<file path="src/rtl/rv_ctrl_pkg.sv">
// Shared encodings for the multicycle RV32 control path: FSM states, opcodes,
// ALU control codes, immediate-format codes and datapath mux selects.
package rv_ctrl_pkg;

  // FETCH is encoding 0, so state_o reads FETCH both during and after reset.
  typedef enum logic [3:0] {
    S_FETCH  = 4'd0,
    S_DECODE = 4'd1,
    S_MEMADR = 4'd2,
    S_MEMRD  = 4'd3,
    S_MEMWB  = 4'd4,
    S_MEMWR  = 4'd5,
    S_EXECR  = 4'd6,
    S_EXECI  = 4'd7,
    S_ALUWB  = 4'd8,
    S_BEQ    = 4'd9,
    S_TRAP   = 4'd10
  } state_t;

  // Opcodes of the supported instructions
  localparam logic [6:0] OP_LW    = 7'b0000011;
  localparam logic [6:0] OP_SW    = 7'b0100011;
  localparam logic [6:0] OP_RTYPE = 7'b0110011;
  localparam logic [6:0] OP_ITYPE = 7'b0010011;
  localparam logic [6:0] OP_BEQ   = 7'b1100011;

  // ALU control codes
  localparam logic [2:0] ALU_ADD = 3'b000;
  localparam logic [2:0] ALU_SUB = 3'b001;
  localparam logic [2:0] ALU_AND = 3'b010;
  localparam logic [2:0] ALU_OR  = 3'b011;
  localparam logic [2:0] ALU_SLT = 3'b101;

  // ALU operation class handed from the FSM to the ALU decoder
  localparam logic [1:0] ALUOP_ADD   = 2'b00;
  localparam logic [1:0] ALUOP_SUB   = 2'b01;
  localparam logic [1:0] ALUOP_FUNCT = 2'b10;

  // Immediate extender formats
  localparam logic [1:0] IMM_I = 2'b00;
  localparam logic [1:0] IMM_S = 2'b01;
  localparam logic [1:0] IMM_B = 2'b10;

  // Memory address select
  localparam logic ADR_PC     = 1'b0;
  localparam logic ADR_ALUOUT = 1'b1;

  // Result mux select
  localparam logic [1:0] RES_ALUOUT = 2'b00;
  localparam logic [1:0] RES_DATA   = 2'b01;
  localparam logic [1:0] RES_ALU    = 2'b10;

  // ALU A operand select
  localparam logic [1:0] SRCA_PC    = 2'b00;
  localparam logic [1:0] SRCA_OLDPC = 2'b01;
  localparam logic [1:0] SRCA_RS1   = 2'b10;

  // ALU B operand select
  localparam logic [1:0] SRCB_RS2  = 2'b00;
  localparam logic [1:0] SRCB_IMM  = 2'b01;
  localparam logic [1:0] SRCB_FOUR = 2'b10;

  // Per-state control word before reset gating and ALU decoding
  typedef struct packed {
    logic       pcwrite;
    logic       adrsrc;
    logic       memwrite;
    logic       irwrite;
    logic       regwrite;
    logic [1:0] resultsrc;
    logic [1:0] alusrca;
    logic [1:0] alusrcb;
    logic [1:0] aluop;
    logic       instr_done;
    logic       illegal;
  } ctrl_t;

  // Immediate format depends only on the opcode, whatever the state
  function automatic logic [1:0] imm_sel(input logic [6:0] op);
    case (op)
      OP_SW:   return IMM_S;
      OP_BEQ:  return IMM_B;
      default: return IMM_I;
    endcase
  endfunction

endpackage

</file>
<file path="src/rtl/multicycle_ctrl_alu_decoder.sv">
// Combinational ALU decoder: turns the FSM's operation class plus the funct
// fields into the ALU control code.
module alu_decoder
  import rv_ctrl_pkg::*;
(
  input  logic [1:0] aluop,
  input  logic [2:0] funct3,
  input  logic       op5,
  input  logic       funct7b5,
  output logic [2:0] alucontrol
);

  // sub only for R-type with funct7b5 set; I-type addi never subtracts
  always_comb begin
    alucontrol = ALU_ADD;
    case (aluop)
      ALUOP_SUB: alucontrol = ALU_SUB;
      ALUOP_FUNCT: begin
        case (funct3)
          3'b000:  alucontrol = (op5 && funct7b5) ? ALU_SUB : ALU_ADD;
          3'b010:  alucontrol = ALU_SLT;
          3'b110:  alucontrol = ALU_OR;
          3'b111:  alucontrol = ALU_AND;
          default: alucontrol = ALU_ADD;
        endcase
      end
      default: alucontrol = ALU_ADD;
    endcase
  end

endmodule

</file>
<file path="src/rtl/multicycle_ctrl.sv">
// Control FSM for the multicycle RV32 core (lw, sw, R/I ALU ops, beq).
// Outputs are decoded from the current state and the instruction fields held
// in the instruction register; FETCH/MEMWR enables follow mem_ready and the
// BEQ PC enable follows the ALU zero flag. All outputs are forced low while
// rst_n is low so no write enable survives a reset assertion.
// WAIT_LIMIT must be at least 1 and below 2**CNT_W.
module multicycle_ctrl
  import rv_ctrl_pkg::*;
#(
  parameter int WAIT_LIMIT = 255,
  parameter int CNT_W      = 8
) (
  input  logic       clk,
  input  logic       rst_n,
  input  logic [6:0] op,
  input  logic [2:0] funct3,
  input  logic       funct7b5,
  input  logic       zero,
  input  logic       mem_ready,
  output logic       pcwrite,
  output logic       adrsrc,
  output logic       memwrite,
  output logic       irwrite,
  output logic       regwrite,
  output logic [1:0] resultsrc,
  output logic [1:0] alusrca,
  output logic [1:0] alusrcb,
  output logic [1:0] immsrc,
  output logic [2:0] alucontrol,
  output logic       instr_done,
  output logic       illegal,
  output logic [3:0] state_o
);

  localparam logic [CNT_W-1:0] WAIT_LAST = CNT_W'(WAIT_LIMIT - 1);

  state_t           state_q, state_d;
  logic [CNT_W-1:0] wait_q, wait_d;
  logic             waiting;
  logic             timeout;
  ctrl_t            ctrl;
  logic [2:0]       alu_ctl;

  // A memory-wait cycle, and the one that exhausts the wait budget
  always_comb begin
    waiting = ((state_q == S_FETCH) || (state_q == S_MEMRD) || (state_q == S_MEMWR))
              && !mem_ready;
    timeout = waiting && (wait_q == WAIT_LAST);
  end

  // Next-state logic; a completed handshake always beats the wait timeout
  always_comb begin
    state_d = state_q;
    case (state_q)
      S_FETCH:  if (mem_ready) state_d = S_DECODE;
      S_DECODE: begin
        case (op)
          OP_LW, OP_SW: state_d = S_MEMADR;
          OP_RTYPE:     state_d = S_EXECR;
          OP_ITYPE:     state_d = S_EXECI;
          OP_BEQ:       state_d = S_BEQ;
          default:      state_d = S_TRAP;
        endcase
      end
      S_MEMADR: state_d = op[5] ? S_MEMWR : S_MEMRD;
      S_MEMRD:  if (mem_ready) state_d = S_MEMWB;
      S_MEMWB:  state_d = S_FETCH;
      S_MEMWR:  if (mem_ready) state_d = S_FETCH;
      S_EXECR:  state_d = S_ALUWB;
      S_EXECI:  state_d = S_ALUWB;
      S_ALUWB:  state_d = S_FETCH;
      S_BEQ:    state_d = S_FETCH;
      S_TRAP:   state_d = S_TRAP;
      default:  state_d = S_TRAP;
    endcase
    if (timeout) state_d = S_TRAP;
  end

  // Wait counter restarts on every state change and counts stalled cycles
  always_comb begin
    if (state_d != state_q) begin
      wait_d = '0;
    end else if (waiting) begin
      wait_d = wait_q + 1'b1;
    end else begin
      wait_d = wait_q;
    end
  end

  // State and wait counter registers
  always_ff @(posedge clk or negedge rst_n) begin
    if (!rst_n) begin
      state_q <= S_FETCH;
      wait_q  <= '0;
    end else begin
      state_q <= state_d;
      wait_q  <= wait_d;
    end
  end

  // Per-state control word; enables default low, selects default 00
  always_comb begin
    ctrl = '0;
    case (state_q)
      S_FETCH: begin
        ctrl.adrsrc    = ADR_PC;
        ctrl.alusrca   = SRCA_PC;
        ctrl.alusrcb   = SRCB_FOUR;
        ctrl.aluop     = ALUOP_ADD;
        ctrl.resultsrc = RES_ALU;
        ctrl.irwrite   = mem_ready;
        ctrl.pcwrite   = mem_ready;
      end
      S_DECODE: begin
        ctrl.alusrca = SRCA_OLDPC;
        ctrl.alusrcb = SRCB_IMM;
        ctrl.aluop   = ALUOP_ADD;
      end
      S_MEMADR: begin
        ctrl.alusrca = SRCA_RS1;
        ctrl.alusrcb = SRCB_IMM;
        ctrl.aluop   = ALUOP_ADD;
      end
      S_MEMRD: begin
        ctrl.adrsrc    = ADR_ALUOUT;
        ctrl.resultsrc = RES_ALUOUT;
      end
      S_MEMWB: begin
        ctrl.resultsrc  = RES_DATA;
        ctrl.regwrite   = 1'b1;
        ctrl.instr_done = 1'b1;
      end
      S_MEMWR: begin
        ctrl.adrsrc     = ADR_ALUOUT;
        ctrl.memwrite   = mem_ready;
        ctrl.instr_done = mem_ready;
      end
      S_EXECR: begin
        ctrl.alusrca = SRCA_RS1;
        ctrl.alusrcb = SRCB_RS2;
        ctrl.aluop   = ALUOP_FUNCT;
      end
      S_EXECI: begin
        ctrl.alusrca = SRCA_RS1;
        ctrl.alusrcb = SRCB_IMM;
        ctrl.aluop   = ALUOP_FUNCT;
      end
      S_ALUWB: begin
        ctrl.resultsrc  = RES_ALUOUT;
        ctrl.regwrite   = 1'b1;
        ctrl.instr_done = 1'b1;
      end
      S_BEQ: begin
        ctrl.alusrca    = SRCA_RS1;
        ctrl.alusrcb    = SRCB_RS2;
        ctrl.aluop      = ALUOP_SUB;
        ctrl.resultsrc  = RES_ALUOUT;
        ctrl.pcwrite    = zero;
        ctrl.instr_done = 1'b1;
      end
      S_TRAP: begin
        ctrl.illegal = 1'b1;
      end
      default: begin
        ctrl.illegal = 1'b1;
      end
    endcase
  end

  alu_decoder u_alu_decoder (
    .aluop      (ctrl.aluop),
    .funct3     (funct3),
    .op5        (op[5]),
    .funct7b5   (funct7b5),
    .alucontrol (alu_ctl)
  );

  // Output stage: everything is held at zero while reset is asserted
  always_comb begin
    pcwrite    = rst_n & ctrl.pcwrite;
    adrsrc     = rst_n & ctrl.adrsrc;
    memwrite   = rst_n & ctrl.memwrite;
    irwrite    = rst_n & ctrl.irwrite;
    regwrite   = rst_n & ctrl.regwrite;
    resultsrc  = rst_n ? ctrl.resultsrc : 2'b00;
    alusrca    = rst_n ? ctrl.alusrca : 2'b00;
    alusrcb    = rst_n ? ctrl.alusrcb : 2'b00;
    immsrc     = rst_n ? imm_sel(op) : 2'b00;
    alucontrol = rst_n ? alu_ctl : 3'b000;
    instr_done = rst_n & ctrl.instr_done;
    illegal    = rst_n & ctrl.illegal;
    state_o    = rst_n ? state_q : S_FETCH;
  end

endmodule
</file>
<file path="config.mk">
export PLATFORM = sky130hd
export DESIGN_NAME = multicycle_ctrl
export DESIGN_NICKNAME = d
export VERILOG_FILES = /design/src/rtl/rv_ctrl_pkg.sv /design/src/rtl/multicycle_ctrl_alu_decoder.sv /design/src/rtl/multicycle_ctrl.sv
export SDC_FILE = /design/constraint.sdc
export NUM_CORES = 1
export LEC_CHECK = 0
export CAP_MARGIN = 20
export CORE_MARGIN = 1.5
export CORE_UTILIZATION = 31
export DETAILED_ROUTE_END_ITERATION = 10
export PLACE_DENSITY = 0.54
export SLEW_MARGIN = 10
export SYNTH_ARGS = -nofsm -noshare
export SYNTH_HDL_FRONTEND = slang
export SYNTH_HIERARCHICAL = 1
export SYNTH_SLANG_ARGS = --single-unit
export TNS_END_PERCENT = 50
</file>
<file path="constraint.sdc">
create_clock -name clk -period 2.6 [get_ports clk]
set_input_delay 0.39 -clock clk [delete_from_list [all_inputs] [get_ports clk]]
set_output_delay 0.39 -clock clk [all_outputs]
set_load 0.005 [all_outputs]
</file>
==> results of run 1 <==
## report_power, final
part	switching (mW)	internal, mW
Combinational	0.0220	0.0347
Clock	0.0690	0.134
Sequential	0	0.187
Total	0.0910	0.355
## metal layers
layer | vias to the layer above | routed length, um | GRT usage (%)
li1 | 626 | - | -
met1 | 597 | 1780 | 24.3
met2 | 27 | 1600 | 28.9
met3 | 4 | 135 | 2.53
met4 | 0 | 19 | 3.06
met5 | - | 0 | 0
## cell families (layout without fill, tap and decap cells)
| family | count (synthesis) | in the layout |
|---|---|---|
| AO/OA/AOI/OAI | 27 | 27 |
| AND/OR/NAND/NOR | 80 | 80 |
| adder cells (fa/ha/maj) | 4 | 4 |
| flip-flops | 12 | 12 |
| buffers and inverters | 15 | 62 |
| XOR/XNOR | 8 | 8 |
## layout make-up
class / instances / area share (%)
Multi-Input combinational cell: 119 / 50.2
Inverter: 7 / 1.40
Timing Repair Buffer: 51 / 26.2
Clock buffer: 4 / 2.93
Tap cell: 48 / 3.20
Sequential cell: 12 / 16.0
## per-stage QoR
step                      power, mW  std cells  hold slack [ns]
after floorplan               0.205        146           0.0944
after global placement        0.246        236            0.548
after detailed placement      0.246        236            0.552
after CTS                     0.451        241            0.567
after global routing          0.469        241            0.591
final                         0.446        241            0.565
## registers in the layout (all words and copies together), names as in the netlist
signal   flops
wait_q       8
state_q      4
## worst max-delay path, cell delays in order, from the launching register on
cell and delay, ns:
dfrtp_1 0.42, buf_4 0.15, buf_4 0.18, or2_4 0.27
nor2_2 0.12, and2_4 0.15, a41o_1 0.09, clkdlybuf4s50_1 0.49
## how the worst min path moves through the flow
stage	startpoint	to	slack, ns	depth (start not counted)
after floorplan	rst_n	state_q[0]	0.09	0
after global placement	wait_q[5]	wait_q[5]	0.55	2
after detailed placement	wait_q[7]	wait_q[7]	0.55	2
after CTS	wait_q[7]	wait_q[7]	0.57	2
after global routing	wait_q[7]	wait_q[7]	0.59	2
final	wait_q[7]	wait_q[7]	0.56	2
## what timing repair did
action / CTS / global route
buffers inserted: 1 / 1
pin swaps: 0 / 3
endpoints found under the setup margin: 3 / 5
gates resized for setup: 5 / 10
## cells in the mapped netlist, types with 2 or more instances
cell and instances:
a211oi_1 2, nor2b_1 5, clkbuf_1 2, nand4bb_1 2, nor2_1 16, and2_1 10
xor2_1 4, nor3b_1 2, o21bai_1 2, a2111oi_2 2, a311oi_4 2, inv_1 7
dfrtp_1 12, xnor2_1 3, o21ai_0 3, a31oi_1 2, and3_1 4, nand4_1 4
a21oi_1 2, ha_1 4, nand2_1 12, nor3_1 10, buf_2 4
## placed cells by master (no fill, tap or decap), types with 3 or more instances in the layout
master,n
clkdlybuf4s50_1,33
buf_4,14
nor2_1,13
dfrtp_1,12
nand2_1,11
nor3_1,10
and2_1,9
inv_1,6
nor2b_1,5
and3_1,4
nand4_1,4
xor2_1,4
clkbuf_8,4
nor2_2,3
o21ai_0,3
xnor2_1,3
ha_1,3
dlymetal6s2s_1,3
==> results.sh, run 1 <==
export IMPL_postSynthAreaPerCell_um2=8.63
export IMPL_yosys_warnings=6
export IMPL_wirelength_um=3530
export IMPL_setup_viol_count_final=0
export IMPL_synthArstFlopShare_pct=100
export IMPL_grt_max_degree=27
export IMPL_cts_root_buf="clkbuf_8"
export IMPL_worstSkewPairLatency_ns=0.24
export IMPL_timing_final_ws_setup_ns=0.101
export IMPL_grt_pass1_wl_um=6020
export IMPL_clock_fmax_ghz=0.400
export IMPL_syn_num_nets=165
export IMPL_fillers=353
export IMPL_reg2regPathDepth=7
export IMPL_fin_setup_tns_ns=0
export IMPL_end_kind="output port"
export IMPL_fin_skew_ns=0.00177
export IMPL_vias=1254
export IMPL_seq_area_frac_synth_pct=23.8
export IMPL_worstReg2RegEnd="wait_q[1]"
export IMPL_slew_viol_final=0
export IMPL_p_leak_nw=0.755
export IMPL_post_route_period_util_pct=96.1
export IMPL_synth_main_ff_cell="dfrtp_1"
export IMPL_ios=37
export IMPL_grt_usage_pct=17.5
export IMPL_antenna_found_initial=0
export IMPL_register_area_um2=300
export IMPL_synth_adder_area_share_pct=3.97
export IMPL_worstMarginPinSlew_ns=0.472
export IMPL_die_height_um=66.8
export IMPL_cts_tree="done"
export IMPL_max_cap_violations=0
export IMPL_netlist_area_leader_share_pct=23.8
export IMPL_final_nets=213
export IMPL_arrival_ns=2.11
export IMPL_hold_violations=0
export IMPL_synth_top_family_by_area="simple AND/OR/NAND/NOR gates"
export IMPL_synth_area_leader_cell="dfrtp_1"
export IMPL_synthSimpleGateAreaFrac_pct=39.2
export IMPL_hpwl_um=2690
export IMPL_routedWlPerCell_um=14.7
export IMPL_drt_first_pass_iters=4
export IMPL_multi_input_area_um2=943
export IMPL_ff2ff_setup_slack_ns=0.36
export IMPL_hold_path_class="reg -> reg"
export IMPL_yosys_top_cells_area="dfrtp_1 (24%), and2_1 (5.0%), nor2_1 (4.8%)"
export IMPL_critPathLaunch="state_q[3]"
export IMPL_dp_slack_ns=0.127
export IMPL_htreeDepth=1
export IMPL_chipWidth_um=66.8
export IMPL_cts_buffers_inserted=3
export IMPL_viasPerCell=5.20
export IMPL_reg2reg_from="state_q[2]"
export IMPL_rsz0062_at_grt="no"
export IMPL_io_buffers=36
export IMPL_cp_data_required_time_ns=2.21
export IMPL_ctsHoldBuffers=0
export IMPL_synth_cells=146
export IMPL_dieArea_um2=4460
export IMPL_period_minus_slack_ns=2.50
export IMPL_cp_start_kind="flop"
export IMPL_initialDrtViolationCount=48
export IMPL_irDropWorstVdd_mv=0.225
export IMPL_powerDensity_nw_per_um2=238
export IMPL_area_growth_pct=49.1
export IMPL_final_util_pct=49.8
export IMPL_rows=22
export IMPL_diodes=0
export IMPL_endpoint="pcwrite"
export IMPL_relSlewSlack_pct=68.5
export IMPL_drc_errors=0
export IMPL_synth_area_um2=1260
export IMPL_clkTransAtPathRegs_ns=0.05
export IMPL_cts_buffer_depth=2
export IMPL_synth_compound_area_share_pct=21.6
export IMPL_grt_pass1_vias=1242
export IMPL_netlist_cell_type_count=53
export IMPL_synth_edf_count=0
export IMPL_core_um2=3770
export IMPL_place_gp_congestion=0.806
export IMPL_crit_fanout=11
export IMPL_ys_ff_latch=12
export IMPL_drive_gt1_share_pct=24.9
export IMPL_ant_nets=0
export IMPL_initial_utilization_pct=33.4
export IMPL_crit_type="reg -> out"
export IMPL_synthMuxAreaShare_pct=0
export IMPL_synth_xor_area_share_pct=6.16
export IMPL_placed_area_um2=1760
export IMPL_cts_sinks=12
export IMPL_overflow=0
export IMPL_stdcell_area_um2=1880
export IMPL_status="finished clean"
(Power assumes the default switching activity.)
==> run 2, diff against run 1 <==
Settings changed: SKIP_LAST_GASP set to 1.
==> run 2 against run 1 <==
Effect of this change:
- die area unchanged
- fmax shrank 1.9%
- highest routed layer unchanged
- clock skew grew 0.00067 ns
- critical path type unchanged
- largest power group unchanged
- sequential share of layout area shrank 0.16 points
- design area grew 1.0%
==> results.sh, run 2 (synthesis results as in run 1) <==
export IMPL_drt_first_pass_iters=4
export IMPL_cp_data_required_time_ns=2.21
export IMPL_slew_viol_final=0
export IMPL_fin_setup_tns_ns=0
export IMPL_cts_buffers_inserted=3
export IMPL_cts_sinks=12
export IMPL_relSlewSlack_pct=68.5
export IMPL_wirelength_um=3540
export IMPL_drc_errors=0
export IMPL_crit_family="buffers and inverters"
export IMPL_setup_viol_count_final=0
export IMPL_cp_start_kind="flop"
export IMPL_worstSkewPairLatency_ns=0.24
export IMPL_crit_slowest_cell="clkdlybuf4s50_1"
export IMPL_stdcell_area_um2=1900
export IMPL_arrival_ns=2.16
export IMPL_end_kind="output port"
export IMPL_hold_violations=0
export IMPL_irDropWorstVdd_mv=0.225
export IMPL_grt_max_degree=27
export IMPL_grt_usage_pct=17.4
export IMPL_place_gp_congestion=0.806
export IMPL_crit_fanout=3
export IMPL_die_height_um=66.8
export IMPL_powerDensity_nw_per_um2=235
export IMPL_grt_pass1_wl_um=6010
export IMPL_initial_utilization_pct=33.4
export IMPL_placed_area_um2=1760
export IMPL_largestRegisters="wait_q: 8 flops, state_q: 4 flops"
export IMPL_status="finished clean"
export IMPL_ctsHoldBuffers=0
export IMPL_fin_skew_ns=0.00244
export IMPL_viasPerCell=5.23
export IMPL_crit_type="reg -> out"
export IMPL_core_um2=3770
export IMPL_cts_buffer_depth=2
export IMPL_initialDrtViolationCount=51
export IMPL_hold_worst_slack_ns=0.566
export IMPL_rsz0062_at_grt="yes"
export IMPL_ant_nets=0
export IMPL_layout_commonest_cell="clkdlybuf4s50_1"
export IMPL_clkTransAtPathRegs_ns=0.05
export IMPL_largest_register="wait_q"
export IMPL_clock_fmax_ghz=0.393
export IMPL_largest_reg_flops=8
export IMPL_routedWlPerCell_um=14.6
export IMPL_vias=1271
export IMPL_period_minus_slack_ns=2.55
export IMPL_crit_buf_inv=3
export IMPL_cts_tree="done"
export IMPL_fillers=354
export IMPL_rows=22
export IMPL_drive_gt1_share_pct=25.6
export IMPL_chipWidth_um=66.8
export IMPL_layout_common_cells="clkdlybuf4s50_1 (35), buf_4 (15), nor2_1 (13), dfrtp_1 (12), nand2_1 (11)"
export IMPL_grt_pass1_vias=1242
export IMPL_max_cap_violations=0
export IMPL_hpwl_um=2690
export IMPL_antenna_found_initial=0
export IMPL_final_nets=215
export IMPL_p_leak_nw=0.727
export IMPL_area_growth_pct=50.5
export IMPL_io_buffers=36
export IMPL_ios=37
export IMPL_cts_root_buf="clkbuf_8"
export IMPL_diodes=0
export IMPL_max_stage_delay_ns=0.49
export IMPL_overflow=0
export IMPL_worstMarginPinSlew_ns=0.473
export IMPL_dieArea_um2=4460
export IMPL_htreeDepth=1
export IMPL_post_route_period_util_pct=97.9
export IMPL_crit_chain="inv_2, nand2_2, nor2_4, inv_1, ha_4, nor4b_2, and2_1, clkdlybuf4s50_1"
export IMPL_hold_path_class="in -> async"
-- run 2: power by group --
| group | leakage (nW) | switching [mW] | internal (mW) |
|---|---|---|---|
| registers | 0.157 | 0 | 0.187 |
| logic | 0.541 | 0.0218 | 0.0347 |
| clock network | 0.0288 | 0.0684 | 0.134 |
-- run 2: worst paths after layout --
kind / from / end / slack [ns] / cells past startpoint
max in group asynchronous: rst_n / state_q[0] / 1.89 / 2
min: rst_n / wait_q[0] / 0.57 / 2
min in group clk: wait_q[7] / wait_q[7] / 0.57 / 2
min reg2reg: wait_q[7] / wait_q[7] / 0.57 / 2
max: state_q[2] / alucontrol[2] / 0.05 / 8
max reg2reg: state_q[2] / wait_q[1] / 0.36 / 7
-- run 2: what timing repair did --
item	in CTS	in global routing
setup buffers	1	3
resized for setup	4	11
endpoints found under the setup margin	3	5
pin swaps	0	2
gates cloned	0	0
-- run 2: through the flow --
stage | total power [mW] | instances | util (%) | setup slack [ns]
detailed placement | 0.246 | 236 | 46.6 | 0.127
global placement | 0.246 | 236 | 46.6 | 0.135
floorplan | 0.205 | 146 | - | 0.297
global route | 0.469 | 243 | 50.3 | -0.0427
CTS | 0.451 | 241 | 48.9 | -0.0168
finish | 0.446 | 243 | 50.3 | 0.0538
-- run 2: metal layers --
metal / up-vias / global-route usage [%] / share of wire, %
met1: 591 / 24.3 / 49
li1: 630 / - / -
met2: 46 / 28.7 / 46
met5: - / 0 / 0
met3: 4 / 2.53 / 4.9
met4: 0 / 3.06 / 0.54
-- run 2: area by class of cell --
type / instances / area [um2] / area share [%]
timing repair buffer: 53 / 507 / 26.7
inverter: 7 / 26.3 / 1.39
tap: 48 / 60.1 / 3.17
multi-input combinational: 119 / 948 / 50.0
sequential: 12 / 300 / 15.8
clock buffer: 4 / 55.1 / 2.90
==> run 3, diff against run 2 <==
Settings changed: CORE_MARGIN 1.5 to 3.
Clock period 2.6 ns to 3.2 ns, I/O delays scaled along.
==> run 3 against run 2 <==
Effect of this change:
- flip-flop and latch count is the same
- core utilization shrank 4.9 points
- hold slack hardly changed
- non-clock buffer count decreased by 12
==> results.sh, run 3 (synthesis results as in run 1) <==
export IMPL_crit_type="reg -> out"
export IMPL_clkTransAtPathRegs_ns=0.05
export IMPL_vias=1222
export IMPL_die_height_um=69.8
export IMPL_clock_fmax_ghz=0.336
export IMPL_stdcell_count=230
export IMPL_dp_cells=227
export IMPL_irDropWorstVdd_mv=0.273
export IMPL_fillers=386
export IMPL_cts_buffer_depth=2
export IMPL_hold_violations=0
export IMPL_initial_utilization_pct=33.2
export IMPL_crit_slowest_cell="clkdlybuf4s50_1"
export IMPL_chipWidth_um=69.8
export IMPL_worstMarginPinSlew_ns=0.486
export IMPL_viasPerCell=5.31
export IMPL_worstSkewPairLatency_ns=0.23
export IMPL_hold_worst_slack_ns=0.566
export IMPL_drive_gt1_share_pct=15.4
export IMPL_final_util_pct=45.4
export IMPL_place_gp_congestion=0.794
export IMPL_core_um2=3800
export IMPL_p_leak_nw=0.624
export IMPL_ant_nets=0
export IMPL_ctsHoldBuffers=0
export IMPL_grt_max_degree=27
export IMPL_largest_register="wait_q"
export IMPL_grt_pass1_vias=1202
export IMPL_diodes=0
export IMPL_crit_chain="inv_1, nand2_1, nor2_1, inv_1, ha_1, nor4b_1, and2_1, clkdlybuf4s50_1"
export IMPL_crit_fanout=6
export IMPL_end_kind="output port"
export IMPL_period_minus_slack_ns=2.98
export IMPL_largestRegisters="wait_q: 8 flops, state_q: 4 flops"
export IMPL_htreeDepth=1
export IMPL_max_stage_delay_ns=0.50
export IMPL_cts_buffers_inserted=3
export IMPL_arrival_ns=2.50
export IMPL_grt_pass1_wl_um=5940
export IMPL_io_buffers=36
export IMPL_powerDensity_nw_per_um2=188
export IMPL_grt_usage_pct=14.6
export IMPL_post_cts_setup_buffers=0
export IMPL_ctsResizeCount=0
export IMPL_rows=22
export IMPL_cts_tree="done"
export IMPL_ios=37
export IMPL_ff2ff_setup_slack_ns=0.91
export IMPL_status="finished clean"
export IMPL_cp_data_required_time_ns=2.72
export IMPL_initialDrtViolationCount=55
export IMPL_cp_start_kind="flop"
export IMPL_antenna_found_initial=0
export IMPL_drc_errors=0
export IMPL_layout_commonest_cell="clkdlybuf4s50_1"
export IMPL_largest_reg_flops=8
export IMPL_max_cap_violations=0
export IMPL_cp_common_cell="inv_1"
export IMPL_cts_root_buf="clkbuf_8"
export IMPL_post_route_period_util_pct=93.1
export IMPL_layout_common_cells="clkdlybuf4s50_1 (36), nor2_1 (15), nand2_1 (12), dfrtp_1 (12)"
export IMPL_cts_sinks=12
export IMPL_hpwl_um=2790
export IMPL_rsz0062_at_grt="no"
export IMPL_setup_viol_count_final=0
export IMPL_routedWlPerCell_um=15.2
export IMPL_wirelength_um=3490
export IMPL_area_growth_pct=36.7
export IMPL_slew_viol_final=0
export IMPL_hold_path_class="reg -> reg"
export IMPL_fin_setup_tns_ns=0
export IMPL_overflow=0
export IMPL_drt_first_pass_iters=4
export IMPL_final_nets=203
export IMPL_relSlewSlack_pct=67.6
export IMPL_fin_skew_ns=0.00451
export IMPL_dieArea_um2=4870
==> run 3: stage by stage <==
step	total power [mW]	setup slack [ns]	cell area (um2)
2_1_floorplan	0.166	0.807	1260
3_3_place_gp	0.195	0.475	1680
3_5_place_dp	0.196	0.436	1680
4_1_cts	0.328	0.187	1720
5_1_grt	0.338	0.0411	1720
6_report	0.324	0.220	1720
==> run 3: critical path: cells and delay by family (launching register included) <==
kind	cells	cell delay [ns]
buf+inv	3	0.75
fa+ha+maj	1	0.34
simple gates	4	0.73
flops	1	0.45
==> run 3: report_power, final <==
| group | leakage (nW) | total, mW | internal [mW] | switching, mW |
|---|---|---|---|---|
| clock | 0.0216 | 0.131 | 0.0823 | 0.0483 |
| sequential | 0.157 | 0.152 | 0.152 | 0 |
| combinational | 0.445 | 0.0412 | 0.0249 | 0.0164 |
==> run 3: area by class of cell <==
| class | count | area [um2] | area share [%] |
|---|---|---|---|
| sequential | 12 | 300 | 17.4 |
| clock buffer | 3 | 41.3 | 2.40 |
| tap | 48 | 60.1 | 3.49 |
| timing repair buffer | 41 | 398 | 23.1 |
| multi-input combinational | 119 | 897 | 52.1 |
| inverter | 7 | 26.3 | 1.53 |
==> run 3: path summary, 6_finish.rpt <==
kind / from / end / cells past startpoint
worst max register to register: state_q[2] / wait_q[4] / 7
worst max-delay path: state_q[2] / alucontrol[2] / 8
max in group asynchronous: rst_n / wait_q[6] / 2
min in group asynchronous: rst_n / state_q[1] / 2
worst min register to register: wait_q[5] / wait_q[5] / 2
worst min-delay path: wait_q[5] / wait_q[5] / 2
==> run 3: per-layer routing <==
layer	vias up	track usage (%)	routed length [um]
li1	606	-	-
met4	0	0.638	0
met2	40	25.1	1710
met3	0	2.61	173
met5	-	0	0
met1	576	20.0	1600
